[config.mk]
export PLATFORM = sky130hd
export DESIGN_NAME = ttt_game_ctrl_flat
export DESIGN_NICKNAME = d
export VERILOG_FILES = /design/src/rtl/ttt_game_ctrl_if.sv /design/src/rtl/ttt_game_ctrl.sv /design/src/flat_wrapper.sv
export SDC_FILE = /design/constraint.sdc
export NUM_CORES = 1
export LEC_CHECK = 0
export CAP_MARGIN = 30
export CORE_MARGIN = 10
export CORE_UTILIZATION = 58
export DETAILED_ROUTE_END_ITERATION = 6
export PLACE_DENSITY = 0.88
export SYNTH_ARGS = -nofsm -noshare
export SYNTH_HDL_FRONTEND = slang
export SYNTH_SLANG_ARGS = --single-unit
[constraint.sdc]
create_clock -name clk -period 5.3 [get_ports clk]
set_input_delay 1.59 -clock clk [delete_from_list [all_inputs] [get_ports clk]]
set_output_delay 1.59 -clock clk [all_outputs]
set_load 0.01 [all_outputs]
[src/rtl/ttt_game_ctrl_if.sv]
`default_nettype none
// ============================================================================
// Module      : ttt_game_ctrl_if
// Description : Key-code input and board/status outputs of the game controller.
// Revision    : 1.0 - initial release
// ============================================================================
interface ttt_game_ctrl_if;
   logic [3:0]  key_data;
   logic [17:0] board;
   logic        turn_o;
   logic [1:0]  winner;
   logic        game_over;
   logic [3:0]  move_cnt;
   logic        illegal;

   modport master (
      output key_data,
      input  board, turn_o, winner, game_over, move_cnt, illegal
   );

   modport slave (
      input  key_data,
      output board, turn_o, winner, game_over, move_cnt, illegal
   );
endinterface
`default_nettype wire

[src/rtl/ttt_game_ctrl.sv]
`default_nettype none
// ============================================================================
// Module      : ttt_game_ctrl
// Description : Debounces keypad codes into presses and runs tic-tac-toe play
//               (placement, turn alternation, win/draw detection).
//               Optional one-level undo on '#' when TTT_UNDO_EN is defined.
// Revision    : 1.0 - initial release
// ============================================================================
module ttt_game_ctrl #(
   parameter int DEBOUNCE_CYCLES = 12500
) (
   input  logic           clk,
   input  logic           rst,
   ttt_game_ctrl_if.slave bus
);

   localparam int              CW        = (DEBOUNCE_CYCLES > 2) ? $clog2(DEBOUNCE_CYCLES) : 1;
   localparam logic [CW-1:0]   C_CNT_MAX = CW'(DEBOUNCE_CYCLES - 1);
   localparam logic [CW-1:0]   C_CNT_PRE = CW'(DEBOUNCE_CYCLES - 2);
   localparam logic [3:0]      C_KEY_STAR = 4'd10;

   localparam logic [1:0] S_PLAY  = 2'd0;
   localparam logic [1:0] S_CHECK = 2'd1;
   localparam logic [1:0] S_DONE  = 2'd2;

   logic [3:0]    key_prev_q;
   logic [CW-1:0] db_cnt_q, db_cnt_d;
   logic          armed_q, armed_d;
   logic          stable, press;

   logic [1:0]    state_q, state_d;
   logic [17:0]   board_q, board_d;
   logic          turn_q, turn_d;
   logic [1:0]    winner_q, winner_d;
   logic [3:0]    mcnt_q, mcnt_d;
   logic          illegal_q, illegal_d;

   logic          is_cell;
   logic [3:0]    cell_idx;
   logic [1:0]    cell_val;
   logic [1:0]    line_val;

`ifdef TTT_UNDO_EN
   localparam logic [3:0] C_KEY_HASH = 4'd11;
   logic [3:0] last_q, last_d;
   logic       undo_q, undo_d;
`endif

   // A press is the increment that takes the stable-count to DEBOUNCE_CYCLES-1.
   assign stable = (bus.key_data != 4'd0) && (bus.key_data == key_prev_q);
   assign press  = armed_q && stable && (db_cnt_q == C_CNT_PRE);

   always_comb begin
      db_cnt_d = '0;
      if (stable) begin
         db_cnt_d = (db_cnt_q == C_CNT_MAX) ? db_cnt_q : db_cnt_q + CW'(1);
      end
      armed_d = armed_q;
      if (bus.key_data == 4'd0) begin
         armed_d = 1'b1;
      end else if (press) begin
         armed_d = 1'b0;
      end
   end

   function automatic logic [1:0] cell_at(input logic [17:0] b, input int n);
      return b[2*n +: 2];
   endfunction

   function automatic logic [1:0] line3(input logic [17:0] b, input int x, input int y, input int z);
      logic [1:0] a;
      a = cell_at(b, x);
      return ((a != 2'd0) && (a == cell_at(b, y)) && (a == cell_at(b, z))) ? a : 2'd0;
   endfunction

   // Every completed line belongs to the same mover, so OR-ing them is exact.
   assign line_val = line3(board_q, 0, 1, 2) | line3(board_q, 3, 4, 5) | line3(board_q, 6, 7, 8)
                   | line3(board_q, 0, 3, 6) | line3(board_q, 1, 4, 7) | line3(board_q, 2, 5, 8)
                   | line3(board_q, 0, 4, 8) | line3(board_q, 2, 4, 6);

   assign is_cell  = (bus.key_data >= 4'd1) && (bus.key_data <= 4'd9);
   assign cell_idx = is_cell ? (bus.key_data - 4'd1) : 4'd0;
   assign cell_val = board_q[{cell_idx, 1'b0} +: 2];

   always_comb begin
      state_d   = state_q;
      board_d   = board_q;
      turn_d    = turn_q;
      winner_d  = winner_q;
      mcnt_d    = mcnt_q;
      illegal_d = 1'b0;
`ifdef TTT_UNDO_EN
      last_d    = last_q;
      undo_d    = undo_q;
`endif
      case (state_q)
         S_PLAY: begin
            if (press) begin
               if (is_cell) begin
                  if (cell_val == 2'd0) begin
                     board_d[{cell_idx, 1'b0} +: 2] = turn_q ? 2'd2 : 2'd1;
                     mcnt_d  = mcnt_q + 4'd1;
                     state_d = S_CHECK;
`ifdef TTT_UNDO_EN
                     last_d  = cell_idx;
                     undo_d  = 1'b1;
`endif
                  end else begin
                     illegal_d = 1'b1;
                  end
               end else if (bus.key_data == C_KEY_STAR) begin
                  board_d  = '0;
                  turn_d   = 1'b0;
                  winner_d = 2'd0;
                  mcnt_d   = 4'd0;
`ifdef TTT_UNDO_EN
                  undo_d   = 1'b0;
               end else if (bus.key_data == C_KEY_HASH) begin
                  if (undo_q && (mcnt_q != 4'd0)) begin
                     board_d[{last_q, 1'b0} +: 2] = 2'd0;
                     mcnt_d = mcnt_q - 4'd1;
                     turn_d = ~turn_q;
                     undo_d = 1'b0;
                  end else begin
                     illegal_d = 1'b1;
                  end
`else
               end else begin
                  state_d = S_PLAY;
`endif
               end
            end
         end
         S_CHECK: begin
            if (line_val != 2'd0) begin
               winner_d = line_val;
               state_d  = S_DONE;
            end else if (mcnt_q == 4'd9) begin
               winner_d = 2'd3;
               state_d  = S_DONE;
            end else begin
               turn_d  = ~turn_q;
               state_d = S_PLAY;
            end
         end
         S_DONE: begin
            if (press) begin
               if (is_cell) begin
                  illegal_d = 1'b1;
               end else if (bus.key_data == C_KEY_STAR) begin
                  board_d  = '0;
                  turn_d   = 1'b0;
                  winner_d = 2'd0;
                  mcnt_d   = 4'd0;
                  state_d  = S_PLAY;
`ifdef TTT_UNDO_EN
                  undo_d   = 1'b0;
               end else if ((bus.key_data == C_KEY_HASH) && undo_q) begin
                  // turn_q already holds the final mover, who moves again.
                  board_d[{last_q, 1'b0} +: 2] = 2'd0;
                  mcnt_d   = mcnt_q - 4'd1;
                  winner_d = 2'd0;
                  undo_d   = 1'b0;
                  state_d  = S_PLAY;
`endif
               end
            end
         end
         default: state_d = S_PLAY;
      endcase
   end

   always_ff @(posedge clk) begin
      if (rst) begin
         key_prev_q <= 4'd0;
         db_cnt_q   <= '0;
         armed_q    <= 1'b1;
         state_q    <= S_PLAY;
         board_q    <= '0;
         turn_q     <= 1'b0;
         winner_q   <= 2'd0;
         mcnt_q     <= 4'd0;
         illegal_q  <= 1'b0;
      end else begin
         key_prev_q <= bus.key_data;
         db_cnt_q   <= db_cnt_d;
         armed_q    <= armed_d;
         state_q    <= state_d;
         board_q    <= board_d;
         turn_q     <= turn_d;
         winner_q   <= winner_d;
         mcnt_q     <= mcnt_d;
         illegal_q  <= illegal_d;
      end
   end

`ifdef TTT_UNDO_EN
   always_ff @(posedge clk) begin
      if (rst) begin
         last_q <= 4'd0;
         undo_q <= 1'b0;
      end else begin
         last_q <= last_d;
         undo_q <= undo_d;
      end
   end
`endif

   assign bus.board     = board_q;
   assign bus.turn_o    = turn_q;
   assign bus.winner    = winner_q;
   assign bus.game_over = (state_q == S_DONE);
   assign bus.move_cnt  = mcnt_q;
   assign bus.illegal   = illegal_q;

endmodule
`default_nettype wire

[src/flat_wrapper.sv]
// flat-port wrapper written by rule: the top's interface ports become plain ports
module ttt_game_ctrl_flat 
#(
   parameter int DEBOUNCE_CYCLES = 12500
)
  (clk, rst, bus_key_data, bus_board, bus_turn_o, bus_winner, bus_game_over, bus_move_cnt, bus_illegal);
  ttt_game_ctrl_if bus_i ();
  input  logic clk;
  input  logic rst;
  input wire logic [$bits(bus_i.key_data)-1:0] bus_key_data;
  output wire logic [$bits(bus_i.board)-1:0] bus_board;
  output wire logic [$bits(bus_i.turn_o)-1:0] bus_turn_o;
  output wire logic [$bits(bus_i.winner)-1:0] bus_winner;
  output wire logic [$bits(bus_i.game_over)-1:0] bus_game_over;
  output wire logic [$bits(bus_i.move_cnt)-1:0] bus_move_cnt;
  output wire logic [$bits(bus_i.illegal)-1:0] bus_illegal;
  assign bus_i.key_data = bus_key_data;
  assign bus_board = bus_i.board;
  assign bus_turn_o = bus_i.turn_o;
  assign bus_winner = bus_i.winner;
  assign bus_game_over = bus_i.game_over;
  assign bus_move_cnt = bus_i.move_cnt;
  assign bus_illegal = bus_i.illegal;
  ttt_game_ctrl #(.DEBOUNCE_CYCLES(DEBOUNCE_CYCLES)) u_core (.clk(clk), .rst(rst), .bus(bus_i));
endmodule
* Yosys cells after proc, flatten, opt, wreduce, memory -nomap -nowiden
Index checks and enable logic that the tools add are counted.
** Storage, ports and cells
- Bits in registers :: 47
- Bits in latches :: 0
- Bits in writable memories :: 0
- Memory bits (read-only) :: 0
- Bits of input ports :: 6
- Word-level logic and storage cells :: 151
- Memories :: 0
** Operators by class
- Add/sub/neg operators :: 4
- Multipliers :: 0
- Divide/modulo/power cells :: 0
- Magnitude comparators :: 2
- Eq/ne operators :: 35
- Shifts and indexed selects :: 3
- Muxes and demuxes :: 50
- Bitwise operators :: 9
- Reduce and logical (&&, ||, !) cells :: 39
** Operators by type and width (count)
- $mux W18 :: 6
- $mux W2 :: 20
- $pmux W18 S2 :: 1
- $eq A2 B2 Y1 :: 16
- $eq A14 B14 Y1 const B :: 2
- $mux W4 :: 7
- $logic_and A1 B1 Y1 :: 20
- $bwmux W18 :: 1
- $shift A2 B7 Y18 const A :: 1
- $shiftx A18 B6 Y2 :: 1
- $shiftx A2 B7 Y18 :: 1
- $reduce_bool A2 Y1 :: 8
- $add A14 B1 Y14 const B :: 1
- $or A2 B2 Y2 :: 7
- $reduce_and A6 Y1 :: 2
- $mux W1 :: 10
- $ne A2 B1 Y1 const B :: 5
- $reduce_and A5 Y1 :: 2
- $eq A4 B4 Y1 const B :: 2
- $ne A2 B2 Y1 const B :: 4
- $pmux W4 S2 :: 1
- $neg A5 Y7 :: 1
- $pmux W2 S3 :: 1
- $reduce_or A2 Y1 :: 3
- other kinds (16) :: 19

* Longest topological paths before layout
- Depth after elaboration :: 14
- Depth in mapped cells :: 14

* Least setup slack after synthesis
OpenSTA, ideal clock, no wires.
- Kind :: in2reg
- From :: input port bus_key_data[0]
- To :: register u_core.mcnt_q[2] (netlist: u_core.bus.move_cnt[2])
- Arrival time :: 4.364 ns
- Slack :: 0.819 ns
- Stages :: 12
- Buffers on the path :: 2
- Cells stage by stage :: clkbuf_1 > inv_1 > ha_1 > or3b_1 > nand3_4 > inv_4 > mux2i_1 > o21ai_1 > o311a_1 > buf_6 > or4_1 > a32o_1
** On the way
- Cells in the longest elaborated chain, start to end :: 7
- Elaborated cells on any way between the ends :: 24
- Classes of those cells :: add/sub (1); order compare (2); eq/ne (6); shift (1); mux (7); reduce/logical (7)
** RTL lines
- from (decl) :: RTL line flat_wrapper.sv:10 : input wire logic [$bits(bus_i.key_data)-1:0] bus_key_data;
- $ge A4 B1 Y1 or $le A4 B4 Y1 (tied branches) :: RTL line ttt_game_ctrl.sv:81 : assign is_cell = (bus.key_data >= 4'd1) && (bus.key_data <= 4'd9);
- $logic_and A1 B1 Y1 :: RTL line ttt_game_ctrl.sv:81
- $mux W4 :: RTL line ttt_game_ctrl.sv:82 : assign cell_idx = is_cell ? (bus.key_data - 4'd1) : 4'd0;
- $shiftx A18 B6 Y2 :: RTL line ttt_game_ctrl.sv:83 : assign cell_val = board_q[{cell_idx, 1'b0} +: 2];
- $logic_not A2 Y1 :: RTL line ttt_game_ctrl.sv:100 : if (cell_val == 2'd0) begin
- $ne A3 B3 Y1 (no line)
- $reduce_and A5 Y1 (no line)
- to (signal assigned) :: RTL line ttt_game_ctrl.sv:192 : mcnt_q <= mcnt_d;
- to (decl) :: RTL line ttt_game_ctrl.sv:35 : logic [3:0] mcnt_q, mcnt_d;
Parallel ways exist; a longest one is shown, timed or not. The select of a mux whose other input is x is not followed.
A chain may end at the register's enable or synchronous reset.

* Worst setup path after layout
- From :: input port bus_key_data[0]
- To :: register u_core.board_q[9] (netlist: u_core.bus.board[9])
** On the way
- Cells in the longest elaborated chain, start to end :: 10
- Elaborated cells on any way between the ends :: 29
- Classes of those cells :: add/sub (2); order compare (2); eq/ne (6); shift (3); mux (9); reduce/logical (7)
** RTL lines
- $ge A4 B1 Y1 or $le A4 B4 Y1 (tied branches) :: RTL line ttt_game_ctrl.sv:81
- $logic_and A1 B1 Y1 :: RTL line ttt_game_ctrl.sv:81
- $mux W4 :: RTL line ttt_game_ctrl.sv:82
- $neg A5 Y7 :: RTL line ttt_game_ctrl.sv:101 : board_d[{cell_idx, 1'b0} +: 2] = turn_q ? 2'd2 : 2'd1;
- $shiftx A2 B7 Y18 or $shift A2 B7 Y18 (tied branches) :: RTL line ttt_game_ctrl.sv:101
- $bwmux W18 :: RTL line ttt_game_ctrl.sv:101
- $mux W18 :: RTL line ttt_game_ctrl.sv:100
- $mux W18 :: RTL line ttt_game_ctrl.sv:99 : if (is_cell) begin
- $mux W18 :: RTL line ttt_game_ctrl.sv:98 : if (press) begin
- $pmux W18 S2 :: RTL line ttt_game_ctrl.sv:96 : case (state_q)
- to (signal assigned) :: RTL line ttt_game_ctrl.sv:189 : board_q <= board_d;
- to (decl) :: RTL line ttt_game_ctrl.sv:32 : logic [17:0] board_q, board_d;
Parallel ways exist; a longest one is shown, timed or not. The select of a mux whose other input is x is not followed.

==> parameters.txt <==
Parameter                              Value

Logic synthesis
  Sequential element share of the synthesized area    28.3%
  EDFF count, synth    0
  FFs w/ async S/R, synth    0%
  Dominant register cell in the synthesized netlist    sky130_fd_sc_hd__dfxtp_1
  Top cell types by occurrence after synthesis    sky130_fd_sc_hd__dfxtp_1 (47), sky130_fd_sc_hd__nor2_1 (34), sky130_fd_sc_hd__nand2_1 (31)
  Most area-hungry cell type in the Yosys netlist    sky130_fd_sc_hd__dfxtp_1
  Synth top area share    28.3%
  Number of distinct library cells after synthesis    72
  Library cell with the highest instance count after synthesis    sky130_fd_sc_hd__dfxtp_1
  Synthesized area    between 3000 and 4000 µm²
  FF+latch count, synth    between 40 and 50
  Largest cells by area after synthesis    sky130_fd_sc_hd__dfxtp_1 (28%), sky130_fd_sc_hd__ha_1 (4.5%), sky130_fd_sc_hd__nor2_1 (3.8%), sky130_fd_sc_hd__nand3_1 (3.6%), sky130_fd_sc_hd__nand2_1 (3.5%)
  Average cell area after synthesis    ~8.1 µm²
  Total nets after synthesis    430
  Instance count of the mapped netlist    between 400 and 500
  Total number of yosys warnings    0

Global route
  Number of antenna violations at the first check in global routing    0
  Global-route track usage on met1    26.7%
  Most heavily used metal layer in global routing    met2
  Global-route wire length before repair    15,400 µm
  Total overflow reported by the global router    0
  Maximum number of pins on one net before global-route repair    22
  Global Route Usage Sum    around a fifth
  Met2 Use GR    32.6%
  Number of global-route vias before repair    between 3,000 and 4,000
  Met3 global-route usage    around 5.4%

Drt
  Vias    between 3,000 and 4,000
  Vias per std cell    between 6 and 7
  Total routed wirelength    between 9000 and 10,000 µm
  Initial drt markers    between 400 and 500
  Length of the first detailed-routing pass in iterations    6
  Count of unresolved DRC violations after routing    0
  Antenna Violating Nets Remaining    0
  Routed wire length per instance    ~19 µm

CTS
  Buffer count from post-CTS setup fixing    0
  Hold buffers post-CTS    0
  H-Tree Depth    2
  Cell chosen for the clock root    sky130_fd_sc_hd__clkbuf_8
  CTS Buf Count    5
  Clock Sink Count    47
  Clk_lat worst skew    roughly 0.30 ns
  Clock transition at the registers of the reported paths    ~0.090 ns
  Clock tree from TritonCTS    yes
  Maximum number of buffers from clock root to sink    2
  PostCTS Resize Cnt    0

STA
  Tightest Pin Transition    0.905 ns
  Fin Setup TNS    0 ns
  Pins over their slew limit    0
  Unrepaired setup endpoints after global routing    false
  Normalized max-slew margin    between 30% and 40%
  Final clock skew    0.00829 ns
  Final worst path period share    91.5%
  Hold violation total from the final report    0
  Maximum operating frequency    slightly above 200 MHz
  Final number of setup-violating endpoints    0
  Final critical-path required period    4.85 ns

Final layout
  Final Instance Area    about 3800 µm²
  Fraction of layout cells with a size suffix above 1    a little under a tenth
  Layout-stage area growth over the synthesis result    13.8%
  Fill cells    446
  Post-layout net count    ~450
  Count of inserted antenna diode cells    0

Die
  Overall die area    just over 9000 µm²
  Boundary Pins    33
  Width of the chip    95.7 µm
  Number of rows created at floorplan    27
  Height of the die    about 96 µm
  Standard cell core area    about 5500 µm²
  Starting density of the core    ~60%

Worst setup path
  Highest cell delay on the worst timing path    0.58 ns
  Family of cells with the greatest summed delay on the critical path    simple AND/OR/NAND/NOR gates
  Most repeated library cell on the critical path    sky130_fd_sc_hd__ha_1
  Cell Chain, Critical Path    clkdlybuf4s50_1, inv_1, ha_1, or4b_4, a21boi_2, nand2_1, ha_1, xnor2_1, a31oi_1, nor4_1, o32ai_1
  Crit-path max FO    10
  Slowest stage cell on the critical path    sky130_fd_sc_hd__clkdlybuf4s50_1
  Setup crit start kind    input port
  Start-to-end type of the worst setup path    in -> reg
  Register-to-register path setup slack    2.32 ns
  Crit path buf inv count    2
  Worst path required time    approximately 5.5 ns
  Endpoint kind of the worst setup timing path    register
  Crit path arrival time    roughly 5.0 ns

Pwr
  Tot Pwr    0.000708 W
  Proportion of power drawn by combinational gates    a little under a fifth
  Cell internal power dissipation    about 0.00049 W
  Switch share    30.2%
  Sequential power share    around 50%
  Pwr dens    about 190 nW/µm²
  Fraction of power consumed by the clock network    a little under a third
  Leakage component of the power    1.38 nW
  Max IR drop VDD    0.000181 V
  NetSw    0.000213 W

Placed design
  HPWL reported at the end of detailed placement    around 7000 µm
  # port buffers    32
  Routability cong.    about 1
  Area of placed instances    between 3000 and 4000 µm²

Job
  Max_cap viols    0

Worst hold path
  Hold/Removal Path Class    reg -> reg

Run status
  Status    finished clean
==> placed cells by master, fill, tap and decap left out, types with 4 or more instances in the layout <==
cell | synthesis | routed
sky130_fd_sc_hd__nor2b_1 | 9 | 9
sky130_fd_sc_hd__ha_1 | 12 | 12
sky130_fd_sc_hd__and3_1 | 11 | 11
sky130_fd_sc_hd__buf_4 | 0 | 12
sky130_fd_sc_hd__nor4_1 | 8 | 8
sky130_fd_sc_hd__inv_1 | 19 | 19
sky130_fd_sc_hd__dfxtp_1 | 47 | 47
sky130_fd_sc_hd__o22ai_1 | 4 | 4
sky130_fd_sc_hd__nor2_1 | 34 | 34
sky130_fd_sc_hd__o21ai_0 | 6 | 6
sky130_fd_sc_hd__nand3_1 | 24 | 24
sky130_fd_sc_hd__a31oi_1 | 4 | 4
sky130_fd_sc_hd__or3_1 | 11 | 11
sky130_fd_sc_hd__a32o_1 | 8 | 8
sky130_fd_sc_hd__nand2_1 | 31 | 31
sky130_fd_sc_hd__o2111ai_1 | 6 | 6
sky130_fd_sc_hd__nand4_1 | 5 | 5
sky130_fd_sc_hd__a41oi_1 | 7 | 7
sky130_fd_sc_hd__xnor2_1 | 10 | 10
sky130_fd_sc_hd__xor2_1 | 10 | 10
sky130_fd_sc_hd__nor3_1 | 15 | 15
sky130_fd_sc_hd__o21ai_1 | 5 | 5
sky130_fd_sc_hd__a21oi_1 | 15 | 15
sky130_fd_sc_hd__clkdlybuf4s50_1 | 0 | 32
sky130_fd_sc_hd__a22o_1 | 6 | 6
sky130_fd_sc_hd__clkbuf_8 | 0 | 5
sky130_fd_sc_hd__a31o_2 | 6 | 6
sky130_fd_sc_hd__a221o_1 | 4 | 4
==> layer usage <==
metal | up-vias | wire length, µm
li1 | 1612 | -
met2 | 211 | 4240
met4 | 0 | 225
met1 | 1550 | 3890
met3 | 33 | 1130
met5 | - | 0
==> power by group through the flow <==
stage / Sequential [W] / Combinational (W) / Clock [W]
after detailed placement: 0.000364 / 0.000130 / 0
final: 0.000356 / 0.000136 / 0.000216
after floorplan: 0.000364 / 0.0000959 / 0
after global placement: 0.000364 / 0.000129 / 0
after CTS: 0.000356 / 0.000131 / 0.000218
after global routing: 0.000356 / 0.000146 / 0.000233
==> sequential cells by signal, indices dropped and copies added (netlist names) <==
name and count:
u_core.armed_q 1, u_core.bus.board 18, u_core.bus.illegal 1, u_core.bus.move_cnt 4
u_core.bus.turn_o 1, u_core.bus.winner 2, u_core.db_cnt_q 14, u_core.key_prev_q 4
u_core.state_q 2
==> worst min-delay path, stage by stage (launching register included) <==
cell,delay [ns]
sky130_fd_sc_hd__dfxtp_1,0.32
sky130_fd_sc_hd__nand2_1,0.05
sky130_fd_sc_hd__a21oi_1,0.05
==> area by class of cell <==
| type | instances | area [µm²] | area share [%] |
|---|---|---|---|
| Clock inverter | 3 | 20.0 | 0.529 |
| Sequential cell | 47 | 941 | 24.9 |
| Tap cell | 72 | 90.1 | 2.38 |
| Multi-Input combinational cell | 318 | 2180 | 57.5 |
| Timing Repair Buffer | 44 | 410 | 10.8 |
| Clock buffer | 5 | 68.8 | 1.82 |
| Inverter | 20 | 77.6 | 2.05 |
==> kinds of logic after synthesis <==
| kind of cell | synth area share (%) |
|---|---|
| XOR/XNOR | 5.26 |
| AND/OR/NAND/NOR | 28.6 |
| buffers and inverters | 6.24 |
| flip-flops | 28.3 |
| AO/OA/AOI/OAI | 26.1 |
| adder cells (fa/ha/maj) | 4.51 |
| multiplexers | 0.940 |
==> per-stage QoR <==
| stage | utilization (%) | setup slack (ns) | std cells | hold WS, ns |
|---|---|---|---|---|
| global route | 68.3 | 0.175 | 509 | 0.495 |
| detailed placement | 66.7 | 0.183 | 501 | 0.451 |
| CTS | 68.3 | 0.479 | 509 | 0.468 |
| global placement | 66.7 | 0.227 | 501 | 0.446 |
| floorplan | - | 0.819 | 412 | 0.456 |
| finish | 68.3 | 0.451 | 509 | 0.460 |
==> final timing paths <==
check / startpoint / to / cells after the start
hold / removal: u_core.bus.winner[0]$_SDFFE_PP0P_ / u_core.bus.winner[0]$_SDFFE_PP0P_ / 2
setup / recovery: bus_key_data[0] / u_core.bus.board[9]$_SDFFE_PP0P_ / 11
setup reg to reg: u_core.db_cnt_q[4]$_SDFFE_PP0P_ / u_core.bus.board[0]$_SDFFE_PP0P_ / 8
hold reg to reg: u_core.bus.winner[0]$_SDFFE_PP0P_ / u_core.bus.winner[0]$_SDFFE_PP0P_ / 2
Power figures use the tool's default switching activity.
